--- src/rtl/noc_pkg.sv ---
// Shared definitions for the NoC injection arbiter.
// - Arbiter FSM state encoding.
// - Flit field offsets: the payload sits in the low bits. Destination x and
//   then destination y sit directly above the payload.
// - Destination legality check against the mesh dimensions.
package noc_pkg;

  typedef enum logic [1:0] {
    ST_IDLE = 2'd0,  // no grant held
    ST_LOCK = 2'd1,  // grant held, flits forwarded until last
    ST_DROP = 2'd2   // grant held, flits swallowed until last
  } arb_state_e;

  localparam logic [7:0] DROP_CNT_MAX = 8'hFF;

  function automatic int unsigned dest_x_lsb(input int unsigned data_width);
    return data_width;
  endfunction

  function automatic int unsigned dest_y_lsb(input int unsigned data_width,
                                             input int unsigned x_size);
    return data_width + x_size;
  endfunction

  function automatic logic dest_legal(input int unsigned x,
                                      input int unsigned y,
                                      input int unsigned mesh_x,
                                      input int unsigned mesh_y);
    return (x < mesh_x) && (y < mesh_y);
  endfunction

endpackage

--- src/rtl/noc_skid_buf.sv ---
// Two-entry registered output buffer in front of the mesh injection port.
// Ports:
//   clk, rst_n            clock, asynchronous active-low reset
//   in_valid/in_ready     write side; in_ready = fewer than two entries held
//   in_data               entry written on in_valid & in_ready
//   out_valid/out_ready   read side; out_valid = at least one entry held
//   out_data              head entry (registered)
//   count                 occupancy, 0..2
// Handshake: a transfer happens on a side exactly in the cycle where both
// valid and ready are high on that side. in_ready does not depend on
// out_ready, so a full buffer refuses writes even while it is being read.
module noc_skid_buf #(
  parameter int unsigned W = 8
) (
  input  logic         clk,
  input  logic         rst_n,
  input  logic         in_valid,
  output logic         in_ready,
  input  logic [W-1:0] in_data,
  output logic         out_valid,
  input  logic         out_ready,
  output logic [W-1:0] out_data,
  output logic [1:0]   count
);

  logic [W-1:0] head_q, head_d;
  logic [W-1:0] tail_q, tail_d;
  logic [1:0]   count_q, count_d;
  logic         push;
  logic         pop;

  always_comb begin
    in_ready  = (count_q != 2'd2);
    out_valid = (count_q != 2'd0);
    push      = in_valid & in_ready;
    pop       = out_valid & out_ready;
    head_d    = head_q;
    tail_d    = tail_q;
    count_d   = count_q;
    case (count_q)
      2'd0: begin
        if (push) begin
          head_d  = in_data;
          count_d = 2'd1;
        end
      end
      2'd1: begin
        // With a single entry, a simultaneous push and pop replaces the head.
        if (push && pop) begin
          head_d = in_data;
        end else if (push) begin
          tail_d  = in_data;
          count_d = 2'd2;
        end else if (pop) begin
          count_d = 2'd0;
        end
      end
      default: begin
        // Full: only a pop can happen, and the tail moves up.
        if (pop) begin
          head_d  = tail_q;
          count_d = 2'd1;
        end
      end
    endcase
  end

  always_ff @(posedge clk or negedge rst_n) begin
    if (!rst_n) begin
      head_q  <= '0;
      tail_q  <= '0;
      count_q <= 2'd0;
    end else begin
      head_q  <= head_d;
      tail_q  <= tail_d;
      count_q <= count_d;
    end
  end

  assign out_data = head_q;
  assign count    = count_q;

endmodule

--- src/rtl/noc_inject_arbiter.sv ---
// Shares one mesh PE injection port between N local requesters.
// A work-conserving round-robin picks a requester. A multi-flit packet then
// keeps the grant until its last flit. A packet whose destination lies
// outside the mesh is consumed and discarded. Discards set a sticky error
// flag and increment a saturating drop count.
// Ports:
//   clk, rst                   clock, asynchronous active-low reset
//   req_valid/req_ready [N]    per-requester flit handshake
//   req_data [N*total_width]   requester i flit at [i*total_width +: total_width]
//   req_last [N]               flit is the last of its packet
//   o_valid/i_ready            injection port handshake
//   o_data, o_last             head flit and its last flag
//   err_clr                    clears err_dest and drop_cnt
//   err_dest, drop_cnt         sticky illegal-destination flag, drop count
//   dbg_state, dbg_ptr         arbiter FSM state and round-robin pointer
// Handshake: every valid/ready pair transfers exactly when both are high in
// the same cycle. A sender holds data stable while valid is high and ready
// is low.
module noc_inject_arbiter
  import noc_pkg::*;
#(
  parameter int unsigned N           = 4,
  parameter int unsigned X           = 2,
  parameter int unsigned Y           = 2,
  parameter int unsigned data_width  = 129,
  parameter int unsigned x_size      = 1,
  parameter int unsigned y_size      = 1,
  parameter int unsigned total_width = x_size + y_size + data_width
) (
  input  logic                                 clk,
  input  logic                                 rst,
  input  logic [N-1:0]                         req_valid,
  input  logic [N*total_width-1:0]             req_data,
  input  logic [N-1:0]                         req_last,
  output logic [N-1:0]                         req_ready,
  output logic                                 o_valid,
  output logic [total_width-1:0]               o_data,
  output logic                                 o_last,
  input  logic                                 i_ready,
  input  logic                                 err_clr,
  output logic                                 err_dest,
  output logic [7:0]                           drop_cnt,
  output arb_state_e                           dbg_state,
  output logic [((N > 1) ? $clog2(N) : 1)-1:0] dbg_ptr
);

  localparam int unsigned IW = (N > 1) ? $clog2(N) : 1;
  localparam int          NI = int'(N);
  localparam int unsigned XL = dest_x_lsb(data_width);
  localparam int unsigned YL = dest_y_lsb(data_width, x_size);

  // Index following i in cyclic order; with N=1 this is always 0.
  function automatic logic [IW-1:0] next_idx(input logic [IW-1:0] i);
    int t;
    t = int'(i) + 1;
    if (t >= NI) t = 0;
    return IW'(t);
  endfunction

  // Returns {found, idx}: the first valid requester at or after p, cyclic.
  // The loop runs downward so the lowest cyclic distance is written last.
  function automatic logic [IW:0] rr_pick(input logic [N-1:0]  v,
                                          input logic [IW-1:0] p);
    logic [IW:0] r;
    int          j;
    r = '0;
    for (int k = NI - 1; k >= 0; k--) begin
      j = int'(p) + k;
      if (j >= NI) j = j - NI;
      if (v[j]) r = {1'b1, IW'(j)};
    end
    return r;
  endfunction

  arb_state_e             state_q, state_d;
  logic [IW-1:0]          gnt_q, gnt_d;
  logic [IW-1:0]          ptr_q, ptr_d;
  logic                   err_q, err_d;
  logic [7:0]             cnt_q, cnt_d;

  logic [IW:0]            pick;
  logic                   pick_found;
  logic [IW-1:0]          pick_idx;
  logic [IW-1:0]          sel_idx;
  logic [total_width-1:0] sel_flit;
  logic                   sel_last;
  logic [x_size-1:0]      sel_x;
  logic [y_size-1:0]      sel_y;
  logic                   sel_legal;
  logic                   space;
  logic [N-1:0]           ready_vec;
  logic                   accept;
  logic                   push;
  logic                   drop;

  logic                   buf_in_ready;
  logic [total_width:0]   buf_out;
  logic [1:0]             buf_count;

  always_comb begin
    pick       = rr_pick(req_valid, ptr_q);
    pick_found = pick[IW];
    pick_idx   = pick[IW-1:0];
    sel_idx    = (state_q == ST_IDLE) ? pick_idx : gnt_q;
    sel_flit   = req_data[sel_idx*total_width +: total_width];
    sel_last   = req_last[sel_idx];
    sel_x      = sel_flit[XL +: x_size];
    sel_y      = sel_flit[YL +: y_size];
    sel_legal  = dest_legal(32'(sel_x), 32'(sel_y), X, Y);
    space      = buf_in_ready;

    ready_vec = '0;
    case (state_q)
      ST_IDLE: if (pick_found && space) ready_vec[pick_idx] = 1'b1;
      ST_LOCK: if (space) ready_vec[gnt_q] = 1'b1;
      // A dropped packet never enters the buffer, so it drains at full rate.
      ST_DROP: ready_vec[gnt_q] = 1'b1;
      default: ;
    endcase
    // Nobody is acknowledged while reset is held.
    ready_vec = ready_vec & {N{rst}};

    accept = |(ready_vec & req_valid);
    push   = accept && (((state_q == ST_IDLE) && sel_legal) || (state_q == ST_LOCK));
    drop   = accept && (state_q == ST_IDLE) && !sel_legal;

    state_d = state_q;
    gnt_d   = gnt_q;
    ptr_d   = ptr_q;
    if (accept) begin
      if (state_q == ST_IDLE) begin
        if (sel_last) begin
          ptr_d = next_idx(pick_idx);
        end else begin
          gnt_d   = pick_idx;
          state_d = sel_legal ? ST_LOCK : ST_DROP;
        end
      end else if (sel_last) begin
        state_d = ST_IDLE;
        ptr_d   = next_idx(gnt_q);
      end
    end

    // A drop in the same cycle as a clear wins, so the count restarts at 1.
    err_d = err_q;
    cnt_d = cnt_q;
    if (err_clr) begin
      err_d = 1'b0;
      cnt_d = 8'd0;
    end
    if (drop) begin
      err_d = 1'b1;
      if (cnt_d != DROP_CNT_MAX) cnt_d = cnt_d + 8'd1;
    end
  end

  always_ff @(posedge clk or negedge rst) begin
    if (!rst) begin
      state_q <= ST_IDLE;
      gnt_q   <= '0;
      ptr_q   <= '0;
      err_q   <= 1'b0;
      cnt_q   <= 8'd0;
    end else begin
      state_q <= state_d;
      gnt_q   <= gnt_d;
      ptr_q   <= ptr_d;
      err_q   <= err_d;
      cnt_q   <= cnt_d;
    end
  end

  noc_skid_buf #(
    .W (total_width + 1)
  ) u_skid (
    .clk       (clk),
    .rst_n     (rst),
    .in_valid  (push),
    .in_ready  (buf_in_ready),
    .in_data   ({sel_last, sel_flit}),
    .out_valid (o_valid),
    .out_ready (i_ready),
    .out_data  (buf_out),
    .count     (buf_count)
  );

  assign req_ready = ready_vec;
  assign o_data    = buf_out[total_width-1:0];
  assign o_last    = buf_out[total_width];
  assign err_dest  = err_q;
  assign drop_cnt  = cnt_q;
  assign dbg_state = state_q;
  assign dbg_ptr   = ptr_q;

endmodule
--- config.mk ---
export PLATFORM = sky130hd
export DESIGN_NAME = noc_inject_arbiter
export DESIGN_NICKNAME = d
export VERILOG_FILES = /design/src/rtl/noc_pkg.sv /design/src/rtl/noc_skid_buf.sv /design/src/rtl/noc_inject_arbiter.sv
export SDC_FILE = /design/constraint.sdc
export NUM_CORES = 1
export LEC_CHECK = 0
export CAP_MARGIN = 10
export CORE_AREA = 3 3 266 268
export DETAILED_ROUTE_END_ITERATION = 16
export DIE_AREA = 0 0 269 271
export PLACE_DENSITY = 0.56
export SETUP_SLACK_MARGIN = 0.2
export SLEW_MARGIN = 10
export SYNTH_ARGS = -nofsm -noshare
export SYNTH_HDL_FRONTEND = slang
export SYNTH_SLANG_ARGS = --single-unit
--- constraint.sdc ---
create_clock -name clk -period 4.1 [get_ports clk]
set_input_delay 1.23 -clock clk [delete_from_list [all_inputs] [get_ports clk]]
set_output_delay 1.23 -clock clk [all_outputs]
set_load 0.03 [all_outputs]
After elaboration in Yosys (flattened, before gate mapping):

Index checks and enable logic that the tools add are counted.

* register bits: 272
* bits of input ports: 536
* output and inout port bits: 150
* logic and storage cells: 113

* add/sub/neg operators: 9
* $mul: 1
* $lt $le $gt $ge: 15
* equal/unequal tests: 9
* shift operators: 1
* multiplexer cells: 48
* bitwise operators: 6
* reductions and logical operators: 18

Operator list (count)
* $shiftx A524 B11 Y131: 1
* $mux W132: 3
* $pmux W132 S2: 1
* $lt A32 B4 Y1 const B: 4
* $mux W32: 4
* $mux W2: 14
* $ge A3 B3 Y1 const B: 5
* $mux W3: 4
* $pmux W4 S3: 1
* $reduce_and A3 Y1: 4
* $sub A3 B3 Y4 const B: 3
* $mux W1: 11
* $bmux W1 S2: 5
* $mul A2 B8 Y10 const B: 1
* $add A2 B1 Y3 const B: 3
* $lt A2 B3 Y1 const B: 3
* $and A4 B4 Y4: 2
* $mux W4: 2
* $add A2 B2 Y3 const B: 2
* $ne A2 B2 Y1 const B: 3
* $logic_and A1 B1 Y1: 5
* $demux W1 S2: 2
* $eq A2 B1 Y1 const B: 2
* $ge A2 B1 Y1 const B: 2
* 15 further kinds: 20

Depth between registers and ports, before layout:

Gate-level depths: netlist of run 1.

* depth after elaboration: 24
* gate-level depth with buffers: 13
* gate-level depth less buffers: 11

Hierarchy:

From an unflattened synthesis of run 1, not the netlist that was laid out.

* cells, all modules: 1557
* area total of the unflattened synthesis: 16318.2 sq um

Modules (own cells, without submodules)
* noc_skid_buf: times used 1, cells an instance 716, area an instance 11447.2 sq um, seq. area each 6656.4 sq um
* noc_inject_arbiter: times used 1, cells an instance 841, area an instance 4870.9 sq um, seq. area each 125.1 sq um

Least setup slack after synthesis of run 1:

Ideal clock, no wire load.

* kind: input to output
* start point: input req_valid[2]
* end point: output req_ready[1]
* arrival time: 2.579 ns
* data required time: 2.870 ns
* setup slack: 0.291 ns
* cell stages on the path: 7
* path buffers: 0
* cell sequence: nor2b_1 -> a221oi_2 -> nor2_1 -> inv_1 -> ha_1 -> a22oi_1 -> nor2_1

* cells in the longest elaborated chain, start to end: 14
* elaborated cells on any way between the ends: 25
* those cells by class: order compare: 2; mux: 20; bitwise: 1; reduce/logical: 2

RTL lines
* from (decl): line noc_inject_arbiter.sv:32 `input logic [N-1:0] req_valid,`
* $bmux W1 S2: line noc_inject_arbiter.sv:70 `if (v[j]) r = {1'b1, IW'(j)};`
* $mux W1 (implied by the code) (2 in a row): line noc_inject_arbiter.sv:70
* $mux W3 (3 in a row): line noc_inject_arbiter.sv:70
* $mux W3 *: line noc_inject_arbiter.sv:70
* via pick[1]: line noc_inject_arbiter.sv:81 `logic [IW:0] pick;`
* $lt A2 B3 Y1 (implied by the code) / $ge A2 B1 Y1 (equally long branches): line noc_inject_arbiter.sv:114 `ST_IDLE: if (pick_found && space) ready_vec[pick_idx] = 1'b1;`
* $logic_and A1 B1 Y1 (implied by the code): line noc_inject_arbiter.sv:114
* $mux W1 (implied by the code): line noc_inject_arbiter.sv:114
* $demux W1 S2 *: line noc_inject_arbiter.sv:114
* $mux W4 *: line noc_inject_arbiter.sv:114
* $pmux W4 S3 *: line noc_inject_arbiter.sv:113 `case (state_q)`
* $and A4 B4 Y4 *: line noc_inject_arbiter.sv:121 `ready_vec = ready_vec & {N{rst}};`
* to (decl): line noc_inject_arbiter.sv:35 `output logic [N-1:0] req_ready,`

Mark *: on every way through the listed nets, which the timed path passes. The rest lies on a longest branch. The select of a mux whose other input is x is not followed.

Final worst setup path of run 1:

* start point: input req_valid[1]
* end point: output req_ready[1]

Same word-level chain as after synthesis.

==> results of run 1 <==
## layer usage
metal  track usage, %  vias to the layer above  routed length [um]
met1             23.6                     8094               29600
li1                 -                     7168                   -
met5                0                        -                  24
met2             34.0                      589               36400
met4             4.60                        4                1730
met3             5.12                       93                5290
## power by group
part | internal [mW] | total, mW | leakage [nW] | switching [mW]
sequential | 4.03 | 4.82 | 3.19 | 0.796
combinational | 7.61 | 14.9 | 7.67 | 7.31
clock | 1.91 | 3.10 | 0.586 | 1.19
## layout make-up
type | count | area [um2]
diodes | 5 | 12.5
inverters | 9 | 43.8
clock buffers | 49 | 1050
multi-input cells | 1009 | 11000
well taps | 931 | 1160
flip-flops and latches | 271 | 6790
clock inverters | 13 | 121
fillers | 6385 | 40300
repair buffers | 819 | 8180
## sequential cells by signal, indices dropped and copies added, names as in the netlist
signal           cells
u_skid.out_data    132
dbg_ptr              2
u_skid.count         2
gnt_q                2
u_skid.tail_q      132
dbg_state            1
## what timing repair did
item                       CTS  global route
buffers inserted             3             0
pin swaps                    9             3
setup endpoints to repair   12             4
gates cloned                 0             0
resized for setup           37             3
## layout by cell type, fill, tap and decap left out, types with 3 or more instances in the layout
cell type and n:
clkbuf_16 37, mux4_2 131, clkinv_2 9, ha_4 3
buf_4 116, diode_2 5, a21oi_1 10, ha_1 6
mux2_2 192, clkdlybuf4s50_1 665, mux2i_1 136, o21ai_1 130
a22o_1 130, buf_6 4, o22a_1 131, dfrtp_1 270
clkbuf_1 4, mux2_1 71, a22oi_1 6, conb_1 10
inv_1 7, nor2_1 11, nand2_1 5, clkbuf_8 8
buf_12 28
## final timing paths
kind                                           startpoint                                to  slack (ns)
hold / removal             u_skid.tail_q[131]$_DFFE_PN0P_    u_skid.tail_q[131]$_DFFE_PN0P_        0.48
min in group asynchronous                             rst  u_skid.out_data[121]$_DFFE_PN0P_        0.52
setup reg to reg                   dbg_ptr[1]$_DFFE_PN0P_    u_skid.out_data[8]$_DFFE_PN0P_        0.89
setup / recovery                             req_valid[1]                      req_ready[1]        0.30
hold reg to reg            u_skid.tail_q[131]$_DFFE_PN0P_    u_skid.tail_q[131]$_DFFE_PN0P_        0.48
max in group asynchronous                             rst   u_skid.out_data[74]$_DFFE_PN0P_        1.70
## worst max-delay path, cell delays in order
cell     delay (ns)
buf_2          0.13
or3b_1         0.39
o221a_4        0.13
buf_6          0.14
ha_4           0.16
a22oi_1        0.15
nor2_1         0.06
buf_4          0.17
## through the flow
| stage | utilization, % | instances | worst slack, ns | hold slack, ns | cell area, um2 |
|---|---|---|---|---|---|
| after floorplan | - | 1444 | 0.291 | 0.451 | 18500 |
| after global placement | 39.4 | 3036 | -0.441 | 0.465 | 27000 |
| after detailed placement | 39.4 | 3036 | -0.408 | 0.467 | 27000 |
| after CTS | 41.3 | 3101 | 0.202 | 0.476 | 28300 |
| after global routing | 41.3 | 3103 | 0.212 | 0.477 | 28300 |
| final | 41.3 | 3106 | 0.299 | 0.479 | 28300 |
## kinds of logic (layout without fill, tap and decap cells)
family          count (synthesis)  count (layout)  synth area share [%]
mux                           530             530                  39.4
compound gates                427             427                  17.5
flops                         271             271                  36.7
buf+inv                       164             890                  4.79
simple gates                   33              33                 0.995
fa+ha+maj                       9               9                 0.609
other cells                     1              15                0.0203
==> results.sh, run 1 <==
export IMPL_synth_most_common_cell="dfrtp_1"
export IMPL_grt_use_total_pct=19.4
export IMPL_max_freq_mhz=263
export IMPL_outcome="finished, final reports clean"
export IMPL_cts_inserted_buffers=35
export IMPL_synth_edf_count=0
export IMPL_total_number_of_nets_in_the_final_design=2690
export IMPL_final_period_minus_worst_setup_slack_ns=3.80
export IMPL_max_cap_viol_count=0
export IMPL_setup_violations_final=0
export IMPL_routed_wl_um=73000
export IMPL_synth_ff_latch_count=271
export IMPL_signal_arrival_time_at_the_worst_endpoint_ns=2.57
export IMPL_finalPower_mw=22.8
export IMPL_worst_setup_hold_path_clk_slew_ns=0.05
export IMPL_cellPowerDensity_nw_per_um2=807
export IMPL_layout_drive_gt1_share_pct=25.8
export IMPL_grt_overflow=0
export IMPL_final_hold_viol_count=0
export IMPL_die_area_um2=72900
export IMPL_ys_dominant_reg_cell="dfrtp_1"
export IMPL_tritoncts="done"
export IMPL_setup_total_negative_slack_ns=0
export IMPL_report_final_slew_viol_count=0
export IMPL_criticalPathCategory="primary input to primary output"
export IMPL_drt_pass1_iter_count=6
export IMPL_initial_core_util_pct=26.9
export IMPL_drt_initial_drc_count=705
export IMPL_dp_final_hpwl_um=55000
export IMPL_timing_critical_path_required_ns=2.87
export IMPL_maxSlewHeadroom_pct=20.8
export IMPL_io_buffers=674
export IMPL_timing_final_crit_share_pct=92.7
export IMPL_timing_hold_worst_class="flip-flop to flip-flop"
export IMPL_grt_setup_unrepaired="no"
export IMPL_die_w_um=269
export IMPL_clk_path_buf_depth=3
export IMPL_yosysWarningCount=0
export IMPL_yosys_area_top_type_share_pct=36.7
export IMPL_antenna_found_initial=7
export IMPL_die_h_um=271
export IMPL_postSynthAreaPerCell_um2=12.9
export IMPL_synth_sequential_area_ratio_pct=36.7
export IMPL_worstSetupStartpointType="primary input"
export IMPL_antenna_left=0
export IMPL_area_growth_pct=53.2
export IMPL_synth_cell_area_um2=18500
export IMPL_finalWeightedCongestion=0.885
export IMPL_route_vias_total=15900
export IMPL_htreeDepth=2
export IMPL_core_um2=68600
export IMPL_root_buffer="clkbuf_16"
export IMPL_post_synth_num_cell_types=45
export IMPL_synth_area_leader_cell="dfrtp_1"
export IMPL_synthArstFlopShare_pct=100
export IMPL_postSynthCellCount=1435
export IMPL_ys_top_cells_by_area="dfrtp_1 37%, mux4_2 16%, mux2_2 12%"
export IMPL_grt_max_degree=147
export IMPL_max_vdd_ir_drop_mv=0.504
export IMPL_grt_pass1_vias=17200
export IMPL_power_static_leakage_nw=11.4
export IMPL_num_rows=96
export IMPL_grt_first_pass_wirelength_um=108000
export IMPL_insertion_delay_ns=0.53
export IMPL_netlist_top_cells_count="271 x dfrtp_1, 192 x mux2_2, 136 x mux2i_1"
export IMPL_hold_depth=1
export IMPL_timing_clock_skew_ns=0.0220
export IMPL_clkSinkCount=271
export IMPL_number_of_hold_repair_buffers_added_at_the_cts_stage=0
export IMPL_vias_per_cell=5.13
export IMPL_timing_critical_path_to_type="primary output"
export IMPL_wl_per_cell_um=23.5
export IMPL_critical_path_max_fanout=4
export IMPL_max_slew_worst_pin_slew_ns=1.19
export IMPL_ios=686
export IMPL_reg2regPathDepth=15
export IMPL_route_detailed_drc=0
Power figures use the tool's default switching activity.
==> inputs of run 2 (changes only) <==
--- a/config.mk
+++ b/config.mk
@@ -5,12 +5,12 @@
 export SDC_FILE = /design/constraint.sdc
 export NUM_CORES = 1
 export LEC_CHECK = 0
+export ABC_AREA = 1
 export CAP_MARGIN = 10
-export CORE_AREA = 3 3 266 268
+export CORE_AREA = 3 3 270 272
 export DETAILED_ROUTE_END_ITERATION = 16
-export DIE_AREA = 0 0 269 271
-export PLACE_DENSITY = 0.56
-export SETUP_SLACK_MARGIN = 0.2
+export DIE_AREA = 0 0 273 275
+export PLACE_DENSITY = 0.54
 export SLEW_MARGIN = 10
 export SYNTH_ARGS = -nofsm -noshare
 export SYNTH_HDL_FRONTEND = slang
==> constraint.sdc (replaced) <==
create_clock -name clk -period 4.4 [get_ports clk]
set_input_delay 1.32 -clock clk [delete_from_list [all_inputs] [get_ports clk]]
set_output_delay 1.32 -clock clk [all_outputs]
set_load 0.03 [all_outputs]
==> results.sh, run 2 <==
export IMPL_outcome="finished, final reports clean"
export IMPL_htreeDepth=2
export IMPL_layout_commonest_cell="nand2_1"
export IMPL_route_vias_total=20400
export IMPL_postSynthCellCount=2754
export IMPL_postSynthAreaPerCell_um2=6.52
export IMPL_total_number_of_nets_in_the_final_design=3873
export IMPL_io_buffers=674
export IMPL_grt_setup_unrepaired="no"
export IMPL_timing_hold_worst_class="flip-flop to flip-flop"
export IMPL_critical_path_slowest_cell="dlygate4sd2_1"
export IMPL_area_growth_pct=50.6
export IMPL_ios=686
export IMPL_routed_wl_um=85000
export IMPL_final_hold_viol_count=0
export IMPL_grt_use_total_pct=21.6
export IMPL_worstPathCellList="dlygate4sd2_1 -> nand2_1 -> nand2_2 -> nand2_1 -> nand2_2 -> o21ai_0 -> nand2_1 -> nand2_2 -> inv_2 -> ha_1 -> nand3_1 -> a21boi_2 -> buf_4"
export IMPL_drt_pass1_iter_count=5
export IMPL_ys_dominant_reg_cell="dfrtp_1"
export IMPL_final_design_area_no_fill_um2=27000
export IMPL_worst_hold_slack_ns=0.475
export IMPL_wl_per_cell_um=19.7
export IMPL_setup_violations_final=0
export IMPL_criticalPathCategory="primary input to primary output"
export IMPL_final_period_minus_worst_setup_slack_ns=4.21
export IMPL_timing_critical_path_to_type="primary output"
export IMPL_drt_initial_drc_count=1426
export IMPL_layout_drive_gt1_share_pct=4.93
export IMPL_ys_top_cells_by_area="dfrtp_1 38%, nand2_1 29%, nand3_1 19%"
export IMPL_finalWeightedCongestion=0.829
export IMPL_max_vdd_ir_drop_mv=0.387
export IMPL_synth_edf_count=0
export IMPL_die_h_um=275
export IMPL_antenna_left=0
export IMPL_cts_inserted_buffers=35
export IMPL_core_um2=71000
export IMPL_initial_core_util_pct=25.3
export IMPL_post_synth_num_cell_types=27
export IMPL_vias_per_cell=4.71
export IMPL_clkSinkCount=271
export IMPL_synthArstFlopShare_pct=100
export IMPL_worstSetupStartpointType="primary input"
export IMPL_grt_pass1_vias=19400
export IMPL_max_cap_viol_count=0
export IMPL_cellPowerDensity_nw_per_um2=847
export IMPL_critical_path_max_stage_delay_ns=0.27
export IMPL_timing_clock_skew_ns=0.0236
export IMPL_dp_final_hpwl_um=61200
export IMPL_maxSlewHeadroom_pct=38.6
export IMPL_timing_final_crit_share_pct=95.7
export IMPL_grt_max_degree=130
export IMPL_report_final_slew_viol_count=0
export IMPL_signal_arrival_time_at_the_worst_endpoint_ns=2.89
export IMPL_die_w_um=273
export IMPL_max_freq_mhz=238
export IMPL_synth_sequential_area_ratio_pct=37.8
export IMPL_synth_cell_area_um2=18000
export IMPL_yosysWarningCount=0
export IMPL_synth_ff_latch_count=271
export IMPL_route_detailed_drc=0
export IMPL_timing_critical_path_required_ns=3.08
export IMPL_power_static_leakage_nw=13.2
export IMPL_number_of_hold_repair_buffers_added_at_the_cts_stage=0
export IMPL_root_buffer="clkbuf_16"
export IMPL_grt_first_pass_wirelength_um=124000
export IMPL_clk_path_buf_depth=3
export IMPL_commonest_cells_after_routing_fill_and_taps_aside="1371 x nand2_1, 671 x nand3_1, 665 x clkdlybuf4s50_1"
export IMPL_max_slew_worst_pin_slew_ns=0.922
export IMPL_die_area_um2=75100
export IMPL_netlist_top_cells_count="1374 x nand2_1, 671 x nand3_1, 271 x dfrtp_1"
export IMPL_tritoncts="done"
export IMPL_worst_setup_hold_path_clk_slew_ns=0.05
export IMPL_synth_most_common_cell="nand2_1"
export IMPL_yosys_area_top_type_share_pct=37.8
export IMPL_insertion_delay_ns=0.54
export IMPL_synth_area_leader_cell="dfrtp_1"
export IMPL_critical_path_max_fanout=5
export IMPL_num_rows=98
export IMPL_dpl_cell_area_um2=25900
export IMPL_antenna_found_initial=44
export IMPL_grt_overflow=0
[run 2: cell types whose count changed in the layout (fill, tap and decap cells not counted), moves of 71 or more]
cell      delta
o22a_1     -131
o21ai_1    -128
mux2_1      -71
a22o_1     -130
mux2_2     -192
mux4_2     -131
mux2i_1    -135
nand3_1    +671
nand2_1   +1366
nand3b_1   +132
[run 2: worst max-delay path: cells and delay by family]
| family | cells | cell delay [ns] |
|---|---|---|
| AOI/OAI and AO/OA | 2 | 0.24 |
| and+or+nand+nor | 7 | 0.63 |
| buffers and inverters | 3 | 0.51 |
| adders and majority gates | 1 | 0.19 |
[run 2: final cells by class]
cell class	count	area, um2
clock buffers	48	997
inverters	22	95.1
well taps	950	1190
multi-input cells	2242	10000
flip-flops and latches	271	6790
repair buffers	756	7800
clock inverters	9	72.6
diodes	24	60.1
fillers	7559	44000
[run 2: metal layers]
| layer | vias up | global-route usage [%] | share of wire (%) |
|---|---|---|---|
| li1 | 10100 | - | - |
| met1 | 9358 | 26.2 | 41 |
| met2 | 748 | 35.3 | 46 |
| met3 | 160 | 6.55 | 8.7 |
| met4 | 26 | 9.97 | 4.4 |
| met5 | - | 0 | 0.23 |
[run 2: worst paths after layout]
| kind | start | to | slack (ns) | depth (start not counted) |
|---|---|---|---|---|
| setup / recovery | req_valid[3] | req_ready[1] | 0.19 | 13 |
| hold / removal | u_skid.out_data[90]$_DFFE_PN0P_ | u_skid.out_data[90]$_DFFE_PN0P_ | 0.47 | 2 |
| setup reg to reg | dbg_ptr[0]$_DFFE_PN0P_ | u_skid.out_data[37]$_DFFE_PN0P_ | 1.15 | 20 |
| hold reg to reg | u_skid.out_data[90]$_DFFE_PN0P_ | u_skid.out_data[90]$_DFFE_PN0P_ | 0.47 | 2 |
| max in group asynchronous | rst | u_skid.tail_q[7]$_DFFE_PN0P_ | 1.92 | 3 |
| min in group asynchronous | rst | u_skid.out_data[86]$_DFFE_PN0P_ | 0.60 | 1 |
[run 2: power by group]
group / internal [mW] / switching (mW) / leakage [nW] / total, mW
clock network: 1.63 / 1.16 / 0.529 / 2.79
logic: 5.75 / 9.97 / 9.30 / 15.7
registers: 3.72 / 0.671 / 3.39 / 4.40
[run 2: through the flow]
stage                     setup slack [ns]  util, %  cells  power, mW  TNS [ns]
after CTS                            0.170     38.0   4298       23.3         0
after floorplan                      0.194        -   2763       14.5         0
after detailed placement            -0.143     36.5   4240       20.3    -0.452
after global routing                0.0193     38.1   4311       25.0         0
after global placement              -0.162     36.5   4240       20.2    -0.539
final                                0.190     38.1   4322       22.9         0
[run 2: logic make-up (layout without fill, tap and decap cells)]
group / Yosys count / count (layout) / share of synthesized area, %
AND/OR/NAND/NOR: 2202 / 2202 / 53.9
flip-flops: 271 / 271 / 37.8
buffers and inverters: 250 / 835 / 6.97
AO/OA/AOI/OAI: 20 / 20 / 0.717
adder cells (fa/ha/maj): 9 / 9 / 0.627
other: 1 / 34 / 0.0209
multiplexers: 1 / 1 / 0.0557
[run 2: what timing repair did]
action / 4_1_cts / 5_1_grt
setup buffers: 1 / 0
pin swaps: 3 / 1
resized for setup: 13 / 2
endpoints found under the setup margin: 4 / 2
